--- config.mk ---
export PLATFORM = sky130hd
export DESIGN_NAME = time_frame_parser
export DESIGN_NICKNAME = d
export VERILOG_FILES = /design/src/rtl/time_frame_pkg.sv /design/src/rtl/ascii_pair_to_bin.sv /design/src/rtl/time_frame_parser.sv
export SDC_FILE = /design/constraint.sdc
export NUM_CORES = 1
export LEC_CHECK = 0
export BUFFER_PORTS_ARGS = -buffer_cell sky130_fd_sc_hd__buf_4
export CAP_MARGIN = 20
export CORE_MARGIN = 2
export CORE_UTILIZATION = 65
export CTS_BUF_LIST = sky130_fd_sc_hd__clkbuf_8
export CTS_CLUSTER_SIZE = 16
export DETAILED_ROUTE_END_ITERATION = 12
export PLACE_DENSITY = 0.93
export SLEW_MARGIN = 20
export SYNTH_ARGS = -nofsm -noshare
export SYNTH_HDL_FRONTEND = slang
export SYNTH_HIERARCHICAL = 1
export SYNTH_SLANG_ARGS = --single-unit
--- constraint.sdc ---
create_clock -name clk -period 8.07 [get_ports clk]
set_input_delay 0.4035 -clock clk [delete_from_list [all_inputs] [get_ports clk]]
set_output_delay 0.4035 -clock clk [all_outputs]
set_load 0.05 [all_outputs]
--- src/rtl/time_frame_pkg.sv ---
// Shared constants and state encoding for the ASCII time-frame parser.
package time_frame_pkg;

  localparam logic [7:0] CH_T     = 8'h54;
  localparam logic [7:0] CH_COLON = 8'h3A;
  localparam logic [7:0] CH_CR    = 8'h0D;
  localparam logic [7:0] CH_LF    = 8'h0A;
  localparam logic [7:0] CH_0     = 8'h30;
  localparam logic [7:0] CH_9     = 8'h39;

  localparam int MAX_HOUR = 23;
  localparam int MAX_MIN  = 59;
  localparam int MAX_SEC  = 59;

  typedef enum logic [3:0] {
    IDLE,
    H1,
    H0,
    C1,
    M1,
    M0,
    C2,
    S1,
    S0,
    EOL
  } state_t;

  function automatic logic is_digit(input logic [7:0] b);
    return (b >= CH_0) && (b <= CH_9);
  endfunction

endpackage

--- src/rtl/ascii_pair_to_bin.sv ---
// Tens/units BCD digit pair to 7-bit binary, with a range flag.
module ascii_pair_to_bin (
  input  logic [3:0] tens,
  input  logic [3:0] units,
  input  logic [6:0] limit,
  output logic [6:0] value,
  output logic       in_range
);

  logic [6:0] t7;

  assign t7       = {3'b000, tens};
  assign value    = (t7 << 3) + (t7 << 1) + {3'b000, units};
  assign in_range = (value <= limit);

endmodule

--- src/rtl/time_frame_parser.sv ---
// Parses "THH:MM:SS<CR|LF>" into binary time with a synced level.
// Optional inter-byte timeout enabled by defining TFP_TIMEOUT_EN.
module time_frame_parser
  import time_frame_pkg::*;
#(
  parameter int CLK_FREQ       = 50000000,
  parameter int TIMEOUT_CYCLES = CLK_FREQ / 10
) (
  input  logic       clk,
  input  logic       rst,
  input  logic [7:0] rx_data,
  input  logic       rx_valid,
  output logic [4:0] hour_out,
  output logic [5:0] min_out,
  output logic [5:0] sec_out,
  output logic       synced,
  output logic       frame_err
);

  state_t state;

  logic [3:0] h1_q, h0_q;
  logic [3:0] m1_q, m0_q;
  logic [3:0] s1_q, s0_q;

  logic [6:0] hv, mv, sv;
  logic       h_ok, m_ok, s_ok;

  logic       is_t, is_dig, is_col, is_eol;
  logic       byte_ok;
  logic [3:0] digit;

  ascii_pair_to_bin u_hour (
    .tens     (h1_q),
    .units    (h0_q),
    .limit    (7'(MAX_HOUR)),
    .value    (hv),
    .in_range (h_ok)
  );

  ascii_pair_to_bin u_min (
    .tens     (m1_q),
    .units    (m0_q),
    .limit    (7'(MAX_MIN)),
    .value    (mv),
    .in_range (m_ok)
  );

  ascii_pair_to_bin u_sec (
    .tens     (s1_q),
    .units    (s0_q),
    .limit    (7'(MAX_SEC)),
    .value    (sv),
    .in_range (s_ok)
  );

  wire unused_hi = ^{hv[6:5], mv[6], sv[6]};

  assign is_t   = (rx_data == CH_T);
  assign is_dig = is_digit(rx_data);
  assign is_col = (rx_data == CH_COLON);
  assign is_eol = (rx_data == CH_CR) || (rx_data == CH_LF);
  assign digit  = 4'(rx_data - CH_0);

  // EOL only counts as good when the whole time is in range
  always_comb begin
    byte_ok = 1'b0;
    unique case (state)
      H1, H0, M1, M0, S1, S0: byte_ok = is_dig;
      C1, C2:                 byte_ok = is_col;
      EOL:                    byte_ok = is_eol && h_ok && m_ok && s_ok;
      default:                byte_ok = 1'b0;
    endcase
  end

`ifdef TFP_TIMEOUT_EN
  localparam int CW = $clog2(TIMEOUT_CYCLES + 1);

  logic [CW-1:0] gap_cnt;
  logic          gap_hit;

  assign gap_hit = (state != IDLE) && !rx_valid &&
                   (gap_cnt == CW'(TIMEOUT_CYCLES - 1));

  always_ff @(posedge clk) begin
    if (rst) begin
      gap_cnt <= '0;
    end else if (state == IDLE || rx_valid || gap_hit) begin
      gap_cnt <= '0;
    end else begin
      gap_cnt <= gap_cnt + 1'b1;
    end
  end
`else
  wire unused_timeout = |TIMEOUT_CYCLES;
  logic gap_hit;
  assign gap_hit = 1'b0;
`endif

  always_ff @(posedge clk) begin
    if (rst) begin
      state     <= IDLE;
      h1_q      <= '0;
      h0_q      <= '0;
      m1_q      <= '0;
      m0_q      <= '0;
      s1_q      <= '0;
      s0_q      <= '0;
      hour_out  <= '0;
      min_out   <= '0;
      sec_out   <= '0;
      synced    <= 1'b0;
      frame_err <= 1'b0;
    end else begin
      frame_err <= 1'b0;
      if (gap_hit) begin
        frame_err <= 1'b1;
        state     <= IDLE;
      end else if (rx_valid) begin
        if (state == IDLE) begin
          if (is_t) begin
            state  <= H1;
            synced <= 1'b0;
          end
        end else if (!byte_ok) begin
          // a stray 'T' starts a fresh frame rather than being lost
          frame_err <= 1'b1;
          state     <= is_t ? H1 : IDLE;
        end else begin
          unique case (state)
            H1: begin h1_q <= digit; state <= H0; end
            H0: begin h0_q <= digit; state <= C1; end
            C1: state <= M1;
            M1: begin m1_q <= digit; state <= M0; end
            M0: begin m0_q <= digit; state <= C2; end
            C2: state <= S1;
            S1: begin s1_q <= digit; state <= S0; end
            S0: begin s0_q <= digit; state <= EOL; end
            EOL: begin
              hour_out <= hv[4:0];
              min_out  <= mv[5:0];
              sec_out  <= sv[5:0];
              synced   <= 1'b1;
              state    <= IDLE;
            end
            default: state <= IDLE;
          endcase
        end
      end
    end
  end

endmodule

### After elaboration in Yosys (flattened, before gate mapping)

Index checks and enable logic that the tools add are counted.

* logic and storage cells: 71
* flip-flop bits (word level): 47
* input bits: 11

* reductions and logical operators: 20
* $add $sub $neg: 7
* multiplexer cells: 11
* eq/ne operators: 14
* bitwise logic cells: 2
* $lt $le $gt $ge: 5

Operators with widths (number)
* $pmux 4 s8: 1
* $reduce_and 4->1: 8
* $add 7x4->7: 3
* $add 7x5->7: 3
* $eq 4x3->1 const B: 4
* $eq 8x4->1 const B: 2
* $le 7x6->1 const B: 2
* $mux 4: 3
* $eq 4x2->1 const B: 2
* $eq 4x4->1 const B: 2
* $eq 8x6->1 const B: 1
* $eq 8x7->1 const B: 1
* $ge 8x6->1 const B: 1
* $le 8x6->1 const B: 1
* $le 7x5->1 const B: 1
* $mux 1: 6
* $reduce_or 6->1: 1
* $eq 4x1->1 const B: 1
* $logic_and 1x1->1: 4
* $logic_not 4->1: 1
* $reduce_bool 2->1: 2
* $sub 4x1->4 const B: 1
* $pmux 1 s3: 1
* $reduce_or 3->1: 1
* 5 further kinds: 6

### Depth between registers and ports, before layout

* depth in word-level cells: 9
* mapped depth: 18

### Hierarchy

Netlist, hierarchy kept.

By module, submodules not included
* time_frame_parser: instances 1, sequential area each 940.9 um^2, area an instance 2057.0 um^2, cells an instance 227
* ascii_pair_to_bin: instances 3, sequential area each 0.0 um^2, area an instance 376.6 um^2, cells an instance 46

### Worst setup path before layout

Ideal clock, no wire load.

* kind: register to register
* start: reg h1_q[0]
* end: reg h1_q[0]
* slack: 4311 ps
* arrival: 3622 ps
* cell stages (with the launch flop): 17
* clock period less this slack: 3759 ps
* buffers on the path: 0
* library setup time: 136 ps
* cell sequence: dfxtp_1 > inv_1 > fa_1 > inv_1 > fa_1 > a21o_1 > a21oi_2 > xnor2_1 > ha_1 > a21oi_1 > o21ai_0 > o22ai_1 > and4_1 > o2111ai_1 > a21oi_1 > o211ai_1 > mux2i_1

* longest elaborated chain between the ends: 8

RTL lines
* start: declaration: RTL line time_frame_parser.sv:22 `logic [3:0] h1_q, h0_q;`
* start signal: assignment: RTL line time_frame_parser.sv:103 `h1_q <= '0;`
* start signal: assignment: RTL line time_frame_parser.sv:131 `H1: begin h1_q <= digit; state <= H0; end`
* $add 7x5->7: RTL line ascii_pair_to_bin.sv:13 `assign value = (t7 << 3) + (t7 << 1) + {3'b000, units};`
* $add 7x4->7: RTL line ascii_pair_to_bin.sv:13
* named net hv[6]: RTL line time_frame_parser.sv:26 `logic [6:0] hv, mv, sv;`
* $le 7x5->1: RTL line ascii_pair_to_bin.sv:14 `assign in_range = (value <= limit);`
* named net h_ok: RTL line time_frame_parser.sv:27 `logic h_ok, m_ok, s_ok;`
* $logic_and 1x1->1 (3 in a row): RTL line time_frame_parser.sv:71 `EOL: byte_ok = is_eol && h_ok && m_ok && s_ok;`
* $pmux 1 s3: RTL line time_frame_parser.sv:68 `unique case (state)`
* $reduce_and 4->1 (no source line)

The timed path passes the listed nets, and every way through them passes these cells.
A chain may end at the register's enable or synchronous reset.

### Final worst setup path

* start: reg h1_q[0]
* end: reg m0_q[3]

* longest elaborated chain between the ends: 8

RTL lines
* $add 7x5->7: RTL line ascii_pair_to_bin.sv:13
* $add 7x4->7: RTL line ascii_pair_to_bin.sv:13
* named net hv[6]: RTL line time_frame_parser.sv:26
* $le 7x5->1: RTL line ascii_pair_to_bin.sv:14
* named net h_ok: RTL line time_frame_parser.sv:27
* $logic_and 1x1->1 (3 in a row): RTL line time_frame_parser.sv:71
* $pmux 1 s3: RTL line time_frame_parser.sv:68
* $reduce_and 4->1 (no source line)
* end signal: assignment: RTL line time_frame_parser.sv:106 `m0_q <= '0;`
* end signal: assignment: RTL line time_frame_parser.sv:135 `M0: begin m0_q <= digit; state <= C2; end`
* end: declaration: RTL line time_frame_parser.sv:23 `logic [3:0] m1_q, m0_q;`

The timed path passes the listed nets, and every way through them passes these cells.

==> implementation parameters <==
Parameter                              Value

Synth
  Avg Synthesized Cell Area ... 8.731 um^2
  Number of synthesized flops with an enable pin ... 0
  Number of cells produced by synthesis ... 365
  Post-Synthesis Cell Area ... 0.003187 mm^2
  Top flip-flop cell by instance count after synthesis ... dfxtp_1
  Yosys reg bits ... 47
  Share of synthesized area occupied by flip-flops and latches ... between 20% and 30%
  Cell type contributing the most total cell area after synthesis ... dfxtp_1
  Area share of the largest cell type after synthesis ... 29.52%
  Async set or reset register ratio after synthesis ... 0%
  Count of distinct cell types in the synthesized netlist ... 47
  Ranking of synthesized cells by area ... dfxtp_1, ha_1, mux2i_1, nand2b_1, a21oi_1
  Synth warnings ... 6

Critical path
  First element of the critical path ... h1_q[0]
  Crit. End Element ... flip-flop
  Reg2reg setup slack ... 3450 ps
  Data required, critical path ... 8230 ps
  Type of the setup path with the least slack ... reg -> reg
  Reg-to-reg critical path startpoint ... h1_q[0]
  Largest driver fanout on the critical path ... 8
  Critical path arrival ... 4780 ps
  Worst setup SP type ... flip-flop

STA
  Highest achievable clock rate ... 216.7 MHz
  Max Slew Vio Count ... 0
  Fin crit period ... approximately 4600 ps
  # setup viols final ... 0
  Hold Fails Final Rpt ... 0
  Max transition margin ... 48.43%
  Share of the clock period used by the worst path ... ~57%
  Final worst hold slack ... about 330 ps
  Final total negative setup slack ... 0 ps
  Pin slew with the least headroom to its limit ... 772.7 ps
  Worst clock skew on the final layout ... 9.854 ps
  RSZ-0062 raised after global routing ... no

Drt
  Post-DR wirelength/cell ... 14.90 um
  Vias per std cell ... 5.735
  Starting DRT DRC Count ... 152
  Met2 WL post-DR ... 3462 um
  First-pass iteration count of the detailed router ... 5
  Via count of the routed design ... 2,707
  Met3 wire length ... 407 um
  Final wirelength ... approximately 7000 um
  Uppermost metal layer occupied by signal nets ... met4
  Drt drc ... 0
  Met1 Routed Length ... 2941 um
  Antenna violation net count after detailed routing ... 0

Clock tree
  # H-tree levels ... 2
  Clock Sinks ... 47
  Clock Latency Late Sink ... 310 ps
  CTS resizes ... 0
  Clock tree buffer depth ... 2
  Post-CTS setup buffers ... 0
  Root Buffer Master ... clkbuf_8
  Number of buffers inserted during clock tree synthesis ... 5
  Clock-pin transition on the worst setup and hold timing paths ... 100 ps
  TritonCTS clock tree ... done
  Count of hold-fix buffers inserted at cts ... 0

Final layout
  Diode count ... 0
  Growth of design area from synthesis to finish ... 13.15%
  Post-route cell area ... 0.003606 mm^2
  Final layout net count ... ~460
  Share of layout cells above drive strength 1 ... between 10% and 20%
  Non-Filler Instances ... 472

Placed design
  Placed Area ... 0.003482 mm^2
  Port Buffer Count ... 29
  Final GP Congestion ... 0.8884
  Post-Place Cells ... 464
  Half-perimeter wire length after detailed placement ... between 4000 and 5000 um

Power
  Internal power ... 0.3452 mW
  Proportion of power drawn by flip-flops and latches ... 51.9%
  Net load switching power ... 0.1015 mW
  Leakage power summed over all cells ... 1.844 nW
  Worst ir drop on vdd ... 0.0001008 V
  Power share of the clock group ... 41.9%
  Fraction of power spent switching nets ... 22.72%
  Combinational share of power ... 6.2%
  P per Cell Area ... 123.9 mW/mm^2

GRT
  Largest net degree at the start of global routing ... 52
  Overall overflow remaining after global route ... 0
  Global-route wire length before repair ... 11,540 um
  Overall Global Routing Usage ... 27.32%
  Vias in the first global route ... roughly 2,500
  Antenna violations before repair ... 0

Floorplanning
  Row count ... 25
  Initial cell density of the core ... between 60 and 70%
  Die Outline Area ... 0.005479 mm^2
  Io pins ... 30
  Area of the core ... between 0.004 and 0.005 mm^2
  Die outline width ... 74.02 um
  Die Height ... 74.02 um

Worst hold path
  Startpoint of the lowest-slack hold path ... rx_valid
  Type of the most critical hold path ... in -> reg

Job
  Number of max-cap violations ... 0

Outcome
  Result of the run ... completed
## worst paths after layout
check | endpoint | cells past startpoint
setup / recovery | m0_q[3] | 16
hold / removal | synced | 2
setup reg to reg | m0_q[3] | 16
hold reg to reg | min_out[0] | 2
## per-stage QoR
stage | total power [mW] | util (%) | setup WS (ps)
2_1_floorplan | 0.2542 | - | 4311
3_3_place_gp | 0.2626 | 73.72 | 3833
3_5_place_dp | 0.2634 | 73.72 | 3531
4_1_cts | 0.4463 | 76.29 | 3448
5_1_grt | 0.4611 | 76.34 | 3173
6_report | 0.4466 | 76.34 | 3455
## power by group through the flow
stage               Clock [mW]  Combinational, mW  Sequential [mW]
global route             0.198             0.0311            0.232
global placement             0             0.0254            0.237
floorplan                    0             0.0170            0.237
detailed placement           0             0.0262            0.237
finish                   0.187             0.0279            0.232
CTS                      0.188             0.0265            0.232
## state kept, by name, summed over array words and instances (netlist names)
register / flops
frame_err: 1
h0_q: 4
h1_q: 4
hour_out: 5
m0_q: 4
m1_q: 4
min_out: 6
s0_q: 4
s1_q: 4
sec_out: 6
state: 4
synced: 1
## worst max-delay path, cell delays in order (launching register included)
cell,delay [ps]
dfxtp_1,370
inv_1,70
fa_1,540
inv_1,70
fa_1,460
a21o_1,210
a21oi_2,140
xnor2_1,160
ha_1,310
a21oi_1,160
o21ai_0,150
o22ai_1,190
and4_1,210
o2111ai_1,220
a21oi_1,620
o211ai_1,380
mux2i_1,210
## layout make-up
class                      count  area, um^2
tap                           67       83.83
multi-input combinational    282        2096
fill                         328        1117
clock buffer                   6       82.58
inverter                      39       146.4
clock inverter                 2       38.79
timing repair buffer          29       217.7
sequential                    47       940.9
## layer usage
metal,vias to the layer above,GRT usage (%)
met4,0,12.32
met3,24,5.420
met5,-,0
met1,1250,33.87
li1,1324,-
met2,109,45.93
## logic make-up after synthesis
family / after synthesis / synth area share (%)
AOI/OAI and AO/OA: 68 / 13.47
and+or+nand+nor: 111 / 19.20
muxes: 24 / 7.538
other: 2 / 0.2357
adders and majority gates: 48 / 20.26
xor gates and xnor gates: 10 / 2.748
DFF: 47 / 29.52
buffers and inverters: 55 / 7.028
## cells in the final DEF (no fill, tap or decap), types with 5 or more instances in the layout
cell / n
ha_1: 42
nor4_1: 7
clkbuf_8: 6
dfxtp_1: 47
nor2_1: 5
buf_4: 29
nand2_1: 42
a21o_1: 6
a21oi_1: 34
inv_1: 39
fa_1: 6
mux2i_1: 24
o21ai_0: 6
conb_1: 21
nand2b_1: 29
xnor2_1: 6
## Yosys cell counts, drive strengths merged (2+ instances only)
| master | n |
|---|---|
| dfxtp | 47 |
| ha | 42 |
| nand2 | 42 |
| inv | 39 |
| a21oi | 37 |
| nand2b | 29 |
| mux2i | 24 |
| buf | 8 |
| clkbuf | 8 |
| nor4 | 7 |
| o21ai | 7 |
| a21o | 6 |
| fa | 6 |
| nor2 | 6 |
| xnor2 | 6 |
| nand3 | 4 |
| nand4 | 4 |
| xor2 | 4 |
| and3b | 3 |
| nand3b | 3 |
| nor3 | 3 |
| nor4bb | 3 |
| o211ai | 3 |
| o22ai | 3 |
| conb | 2 |
| nor2b | 2 |
| o2111ai | 2 |
(Power assumes the default switching activity.)
